### src/rtl/hazard_ctrl_unit.sv
// Hazard controller for the 5-stage core: forwarding selects, load-use bubbles, branch flushes
// and a memory-wait freeze with timeout watchdog. Define HAZARD_PERF_EN to add performance counters.
module hazard_ctrl_unit #(
  parameter int AW          = 5,
  parameter int MEM_TIMEOUT = 16,
  parameter int TW          = 8,
  parameter int CNT_W       = 32
) (
  input  logic          clk,
  input  logic          rst,
  input  logic [AW-1:0] rs1_addrD,
  input  logic [AW-1:0] rs2_addrD,
  input  logic [AW-1:0] rs1_addrE,
  input  logic [AW-1:0] rs2_addrE,
  input  logic [AW-1:0] rd_addrE,
  input  logic [AW-1:0] rd_addrM,
  input  logic [AW-1:0] rd_addrW,
  input  logic          rd_wrenE,
  input  logic          rd_wrenM,
  input  logic          rd_wrenW,
  input  logic          wb_selE,
  input  logic          wb_selM,
  input  logic          br_selE,
  input  logic          dmem_ready,
  output logic [1:0]    ex1_sel,
  output logic [1:0]    ex2_sel,
  output logic          rs1d_sel,
  output logic          rs2d_sel,
  output logic          stallF,
  output logic          stallD,
  output logic          stallE,
  output logic          stallM,
  output logic          flushD,
  output logic          flushE,
  output logic          flushW,
  output logic          mem_err
`ifdef HAZARD_PERF_EN
  ,
  output logic [CNT_W-1:0] perf_stall_cnt,
  output logic [CNT_W-1:0] perf_flush_cnt,
  output logic [CNT_W-1:0] perf_lu_cnt
`endif
);

  if (MEM_TIMEOUT < 2 || MEM_TIMEOUT > (2**TW) - 1 || CNT_W < 1) begin : g_bad_param
    $error("hazard_ctrl_unit: illegal parameter combination");
  end

  typedef enum logic {IDLE, MEM_WAIT} state_t;

  state_t        state, state_nxt;
  logic [TW-1:0] wait_cnt, wait_cnt_nxt;
  logic          mem_err_nxt;
  logic          mw, lu, lu_apply;

  assign mw       = wb_selM & ~dmem_ready;
  assign lu       = wb_selE & rd_wrenE & (rd_addrE != '0) &
                    ((rd_addrE == rs1_addrD) | (rd_addrE == rs2_addrD));
  // A frozen pipe or a squashed D instruction makes the load-use bubble moot.
  assign lu_apply = lu & ~mw & ~br_selE;

  always_comb begin
    ex1_sel = 2'b00;
    if (rs1_addrE != '0) begin
      if (rd_wrenM && rd_addrM == rs1_addrE) ex1_sel = wb_selM ? 2'b11 : 2'b01;
      else if (rd_wrenW && rd_addrW == rs1_addrE) ex1_sel = 2'b10;
    end
  end

  always_comb begin
    ex2_sel = 2'b00;
    if (rs2_addrE != '0) begin
      if (rd_wrenM && rd_addrM == rs2_addrE) ex2_sel = wb_selM ? 2'b11 : 2'b01;
      else if (rd_wrenW && rd_addrW == rs2_addrE) ex2_sel = 2'b10;
    end
  end

  assign rs1d_sel = rd_wrenW & (rd_addrW == rs1_addrD) & (rs1_addrD != '0);
  assign rs2d_sel = rd_wrenW & (rd_addrW == rs2_addrD) & (rs2_addrD != '0);

  assign stallF = mw | lu_apply;
  assign stallD = mw | lu_apply;
  assign stallE = mw;
  assign stallM = mw;
  assign flushW = mw;
  assign flushD = br_selE & ~mw;
  assign flushE = (br_selE | lu_apply) & ~mw;

  always_ff @(posedge clk) begin
    if (rst) begin
      state    <= IDLE;
      wait_cnt <= '0;
      mem_err  <= 1'b0;
    end else begin
      state    <= state_nxt;
      wait_cnt <= wait_cnt_nxt;
      mem_err  <= mem_err_nxt;
    end
  end

  // On timeout the FSM drops back to IDLE; the stall persists, so counting restarts.
  always_comb begin
    state_nxt    = state;
    wait_cnt_nxt = wait_cnt;
    mem_err_nxt  = mem_err;
    case (state)
      IDLE: begin
        if (mw) begin
          state_nxt    = MEM_WAIT;
          wait_cnt_nxt = TW'(1);
        end
      end
      MEM_WAIT: begin
        if (!mw) begin
          state_nxt    = IDLE;
          wait_cnt_nxt = '0;
        end else if (wait_cnt == TW'(MEM_TIMEOUT - 1)) begin
          mem_err_nxt  = 1'b1;
          state_nxt    = IDLE;
          wait_cnt_nxt = '0;
        end else begin
          wait_cnt_nxt = wait_cnt + 1'b1;
        end
      end
      default: begin
        state_nxt    = IDLE;
        wait_cnt_nxt = '0;
      end
    endcase
  end

`ifdef HAZARD_PERF_EN
  always_ff @(posedge clk) begin
    if (rst) begin
      perf_stall_cnt <= '0;
      perf_flush_cnt <= '0;
      perf_lu_cnt    <= '0;
    end else begin
      perf_stall_cnt <= perf_stall_cnt + CNT_W'(stallF);
      perf_flush_cnt <= perf_flush_cnt + CNT_W'(flushD);
      perf_lu_cnt    <= perf_lu_cnt + CNT_W'(lu_apply);
    end
  end
`endif

endmodule

### config.mk
export PLATFORM = sky130hd
export DESIGN_NAME = hazard_ctrl_unit
export DESIGN_NICKNAME = d
export VERILOG_FILES = /design/src/rtl/hazard_ctrl_unit.sv
export SDC_FILE = /design/constraint.sdc
export NUM_CORES = 1
export LEC_CHECK = 0
export ABC_AREA = 1
export BUFFER_PORTS_ARGS = -buffer_cell sky130_fd_sc_hd__buf_4
export CORE_UTILIZATION = 31
export CTS_CLUSTER_SIZE = 10
export DETAILED_ROUTE_END_ITERATION = 10
export PLACE_DENSITY = 0.62
export SLEW_MARGIN = 20
export SYNTH_ARGS = -nofsm -noshare
export SYNTH_HDL_FRONTEND = slang
export SYNTH_SLANG_ARGS = --single-unit
### constraint.sdc
create_clock -name clk -period 1.3 [get_ports clk]
set_input_delay 0 -clock clk [delete_from_list [all_inputs] [get_ports clk]]
set_output_delay 0 -clock clk [all_outputs]
set_load 0.01 [all_outputs]
==> results of run 1 <==
## report_power, final
part           total (uW)  switching (uW)  internal, uW
combinational         396             207           188
sequential            314            3.86           311
clock                 405             137           267
total                1110             348           767
## logic make-up (layout without fill, tap and decap cells)
group	count (synthesis)	in the layout	synth area share (%)
compound gates	38	38	15.4
xor+xnor	9	9	6.02
fa+ha+maj	1	1	0.955
buf+inv	49	108	14.9
flops	10	10	15.3
simple gates	143	143	47.5
## metal layers
metal | wire [um] | vias to the layer above
met4 | 66 | 0
met2 | 1700 | 49
met5 | 0 | -
li1 | - | 896
met3 | 224 | 7
met1 | 1730 | 691
## cell type report
cell class	count	area, um^2	share of cell area (%)
Multi-Input combinational cell	191	925	49.8
Timing Repair Buffer	59	445	24.0
Sequential cell	10	201	10.8
Inverter	45	169	9.09
Tap cell	50	62.6	3.37
Clock buffer	4	55.1	2.96
## flip-flops by register name, indices dropped and copies added (netlist names)
name,flops
wait_cnt,8
state,1
mem_err,1
## stage by stage
stage | hold WS (ns) | instances | util [%] | instance area [um^2] | power, uW
finish | 0.131 | 359 | 46.1 | 1860 | 1110
floorplan | 0.0405 | 250 | - | 1310 | 515
global route | 0.145 | 359 | 46.1 | 1860 | 1190
detailed placement | 0.254 | 354 | 44.2 | 1780 | 716
global placement | 0.251 | 354 | 44.2 | 1780 | 713
CTS | 0.132 | 359 | 45.8 | 1850 | 1130
## synth_stat cells (all sizes together)
master	number	area, um^2
inv	45	169
o22ai	4	25.0
clkbuf	1	3.75
nor3	1	5.00
nand4	6	37.5
nand3	14	70.1
buf	3	22.5
xnor2	3	26.3
dfxtp	10	200
o21ai	14	70.1
a31oi	1	6.26
a211oi	1	7.51
o211ai	1	7.51
ha	1	12.5
a21oi	17	85.1
nand2	85	327
xor2	6	52.6
nor2	36	176
and2	1	6.26
## critical path: stages, from the launching register on
cell     delay [ns]
dfxtp_1        0.34
ha_2           0.18
nand2_1        0.07
inv_2          0.07
nand2_2        0.07
nor2_4         0.15
a21oi_1        0.09
and2_1         0.14
## repair_timing
action / CTS / global route
hold buffers: 1 / 0
hold endpoints to repair: 5 / 0
gates resized for setup: 0 / 5
setup endpoints to repair: 0 / 5
## how the worst max path moves through the flow
stage             to  depth (start not counted)
3_5_place_dp   state                          7
2_1_floorplan  state                          7
4_1_cts        state                          7
6_report       state                          7
3_3_place_gp   state                          7
5_1_grt        state                          7
==> results_dict.tcl, run 1 <==
set metrics [dict create \
    routabilityCongestion 0.910 \
    hp-class "input pin to register" \
    final_common_cell "nand2_1" \
    core_um2 4030 \
    grtUsageTotal_pct 17.7 \
    port_buffers 57 \
    synth.net_count 295 \
    rr_startpoint "wait_cnt[0]" \
    syn_inst 250 \
    placement_rows 23 \
    fillCellCount 470 \
    antenna_found_initial 0 \
    rsz0062_at_grt "false" \
    yosysSeqAreaShare_pct 15.3 \
    fin_tns_setup_ns 0 \
    io_pins 58 \
    gr-usage-met3_pct 3.94 \
    wl_um 3720 \
    crit_start "wait_cnt[0]" \
    die_width_um 67.0 \
    skew_ns 0.00279 \
    area_growth_pct 41.8 \
    hold_depth 3 \
    grt_pass1_wl_um 6070 \
    fin_nets 355 \
    fin_crit_sh_pct 93.2 \
    cts_tree "yes" \
    clkLatencyLatePin_ns 0.24 \
    rrSetupSlack_ns 0.09 \
    synth_warnings 0 \
    status "finished clean" \
    required_ns 1.44 \
    power_leakage_uw 0.00105 \
    synth_seq_cells 10 \
    crit_type "register to register" \
    post-cts-setup-buffer-count 0 \
    tightest_slew_ns 0.242 \
    dieArea_um2 4490 \
    pre_cts_ws_ns 0.0215 \
    rr_endpoint "state" \
    end_kind "register" \
    grtUsageMet1_pct 22.4 \
    setup_slack_ns 0.0880 \
    final_cell_mix "nand2_1, buf_4, inv_1, nor2_1, a21oi_1" \
    first_pass_iters 4 \
    holdPathEnd "state" \
    root_buffer "clkbuf_8" \
    globalRouteMet2Util_pct 28.9 \
    wire_per_inst_um 10.4 \
    cts_sinks 10 \
    cts-buffers-inserted 3 \
    maxSlewHeadroom_pct 83.7 \
    max_freq_mhz 825 \
    setup_viol 0 \
    hp-start "dmem_ready" \
    h-tree-depth 1 \
    vias 1643 \
    initial_core_util_pct 32.5 \
    top_usage_layer "met2" \
    path_max_fanout 3 \
    crit_arrival_ns 1.35 \
    drc 0 \
    power_per_cell_area_nw_per_um2 600 \
    die_height_um 67.0 \
    overflow 0 \
    drive_gt1_share_pct 24.3 \
    layout_min_cycle_time_ns 1.21 \
    irDropWorstVdd_uv 385 \
    cts.clk_slew.worst_paths_ns 0.05 \
    synth_area_um2 1310 \
    startpoint_type "register" \
    rr_worst_depth 7 \
    hold_viol 0 \
    syn_avg_cell_area_um2 5.24 \
    grt_max_degree 12 \
    drv_cap 0 \
    drt_iter0_markers 57 \
    hpwl_um 3070 \
    grt_pass1_vias 1421 \
    vias_per_cell 4.58 \
    ys_types 24 \
    clockBufferDepth 2 \
    final_antenna_net_count 0 \
    antenna_cells 0 \
    slew_violations 0 \
]
No activity file was read; power rests on OpenSTA's default activity.
==> run 2, diff against run 1 <==
--- a/config.mk
+++ b/config.mk
@@ -10,8 +10,7 @@
 export CORE_UTILIZATION = 31
 export CTS_CLUSTER_SIZE = 10
 export DETAILED_ROUTE_END_ITERATION = 10
-export PLACE_DENSITY = 0.62
-export SLEW_MARGIN = 20
+export PLACE_DENSITY = 0.59
 export SYNTH_ARGS = -nofsm -noshare
 export SYNTH_HDL_FRONTEND = slang
 export SYNTH_SLANG_ARGS = --single-unit
==> constraint.sdc (replaced) <==
create_clock -name clk -period 1.15 [get_ports clk]
set_input_delay 0 -clock clk [delete_from_list [all_inputs] [get_ports clk]]
set_output_delay 0 -clock clk [all_outputs]
set_load 0.01 [all_outputs]
==> results_dict.tcl, run 2 (same netlist as run 1, synthesis figures left out) <==
set metrics [dict create \
    power_leakage_uw 0.00107 \
    fin_tns_setup_ns 0 \
    startpoint_type "register" \
    tightest_slew_ns 0.266 \
    cts_sinks 10 \
    cts-buffers-inserted 3 \
    reg.largest.list "wait_cnt: 8 flops, mem_err: 1 flops, state: 1 flops" \
    top_usage_layer "met2" \
    swShare_pct 32.4 \
    cts.clk_slew.worst_paths_ns 0.05 \
    clkLatencyLatePin_ns 0.24 \
    drive_gt1_share_pct 27.0 \
    skew_ns 0.00474 \
    antenna_cells 0 \
    initial_core_util_pct 32.5 \
    setup_viol 0 \
    drc 0 \
    h-tree-depth 1 \
    largest_register_ffs 8 \
    required_ns 1.28 \
    regMostFlops "wait_cnt" \
    antenna_found_initial 0 \
    path_max_fanout 3 \
    io_pins 58 \
    drv_cap 0 \
    maxSlewHeadroom_pct 82.3 \
    power_uw 1170 \
    area_growth_pct 45.3 \
    crit_arrival_ns 1.26 \
    gr-usage-met3_pct 3.42 \
    core_um2 4030 \
    die_width_um 67.0 \
    vias_per_cell 4.64 \
    final_cell_mix "nand2_1, buf_4, inv_1, nor2_1, a21oi_1" \
    layout_min_cycle_time_ns 1.13 \
    hp-class "input pin to register" \
    placement_rows 23 \
    end_kind "register" \
    wl_um 3760 \
    status "finished clean" \
    clockBufferDepth 2 \
    cts_tree "yes" \
    intPower_uw 793 \
    fin_nets 358 \
    power.switching_uw 381 \
    placed_area_um2 1810 \
    first_pass_iters 5 \
    pwr-share-comb_pct 38.1 \
    power_per_cell_area_nw_per_um2 617 \
    hold_viol 0 \
    grt_pass1_vias 1438 \
    p_clk_share_pct 31.4 \
    seq_power_share_pct 30.5 \
    final_common_cell "nand2_1" \
    crit_type "register to register" \
    port_buffers 57 \
    grt_max_degree 12 \
    grtUsageMet1_pct 20.7 \
    grtUsageTotal_pct 17.3 \
    fin_crit_sh_pct 98.1 \
    fin_area_um2 1900 \
    slew_violations 0 \
    max_freq_mhz 887 \
    globalRouteMet2Util_pct 30.9 \
    wire_per_inst_um 10.4 \
    vias 1675 \
    die_height_um 67.0 \
    hpwl_um 3050 \
    final_antenna_net_count 0 \
    routabilityCongestion 0.839 \
    dieArea_um2 4490 \
    drt_iter0_markers 83 \
    rsz0062_at_grt "true" \
    root_buffer "clkbuf_8" \
    overflow 0 \
    irDropWorstVdd_uv 475 \
    grt_pass1_wl_um 5930 \
]
## run 2: path summary, 6_finish.rpt
path | start | endpoint | slack [ns] | depth (start not counted)
worst max-delay path | wait_cnt[1] | state | 0.02 | 7
worst min-delay path | rst | wait_cnt[3] | 0.006 | 2
worst max register to register | wait_cnt[1] | state | 0.02 | 7
worst min register to register | mem_err | mem_err | 0.48 | 2
## run 2: per-stage QoR
| stage | util (%) | std cells | setup slack, ns | hold slack, ns |
|---|---|---|---|---|
| 2_1_floorplan | - | 250 | 0.00232 | 0.0405 |
| 3_3_place_gp | 44.9 | 357 | -0.0470 | 0.253 |
| 3_5_place_dp | 44.9 | 357 | -0.0631 | 0.255 |
| 4_1_cts | 46.8 | 361 | -0.00583 | 0.00550 |
| 5_1_grt | 47.2 | 361 | -0.0529 | 0.00668 |
| 6_report | 47.2 | 361 | 0.0224 | 0.00584 |
## run 2: final cells by class
class,instances,area (um^2)
repair buffers,62,465
fillers,481,2130
flip-flops and latches,10,204
well taps,50,62.6
clock buffers,3,41.3
multi-input cells,191,961
inverters,45,169
## run 2: what timing repair did
action,CTS,global route
pin swaps,4,4
hold endpoints to repair,0,0
endpoints found under the setup margin,6,7
buffers inserted,1,0
resized for setup,7,4
hold buffers,0,0
## run 2: power by group through the flow
stage / Combinational (uW) / Clock [uW] / Sequential (uW)
2_1_floorplan: 219 / 0 / 363
3_3_place_gp: 446 / 0 / 363
3_5_place_dp: 447 / 0 / 363
4_1_cts: 451 / 379 / 357
5_1_grt: 501 / 391 / 358
6_report: 447 / 369 / 358
## run 2: layer usage
metal	share of wire (%)	wire, um
met5	0	0
met4	1.1	40
met3	5.3	198
met2	48	1790
met1	46	1720
## run 2: worst max-delay path: stages (launching register included)
cell and delay [ns]:
dfxtp_2 0.35, ha_4 0.14, nand2_2 0.06, inv_2 0.06
nand2_2 0.06, nor2_4 0.14, a21oi_2 0.08, and2_1 0.13
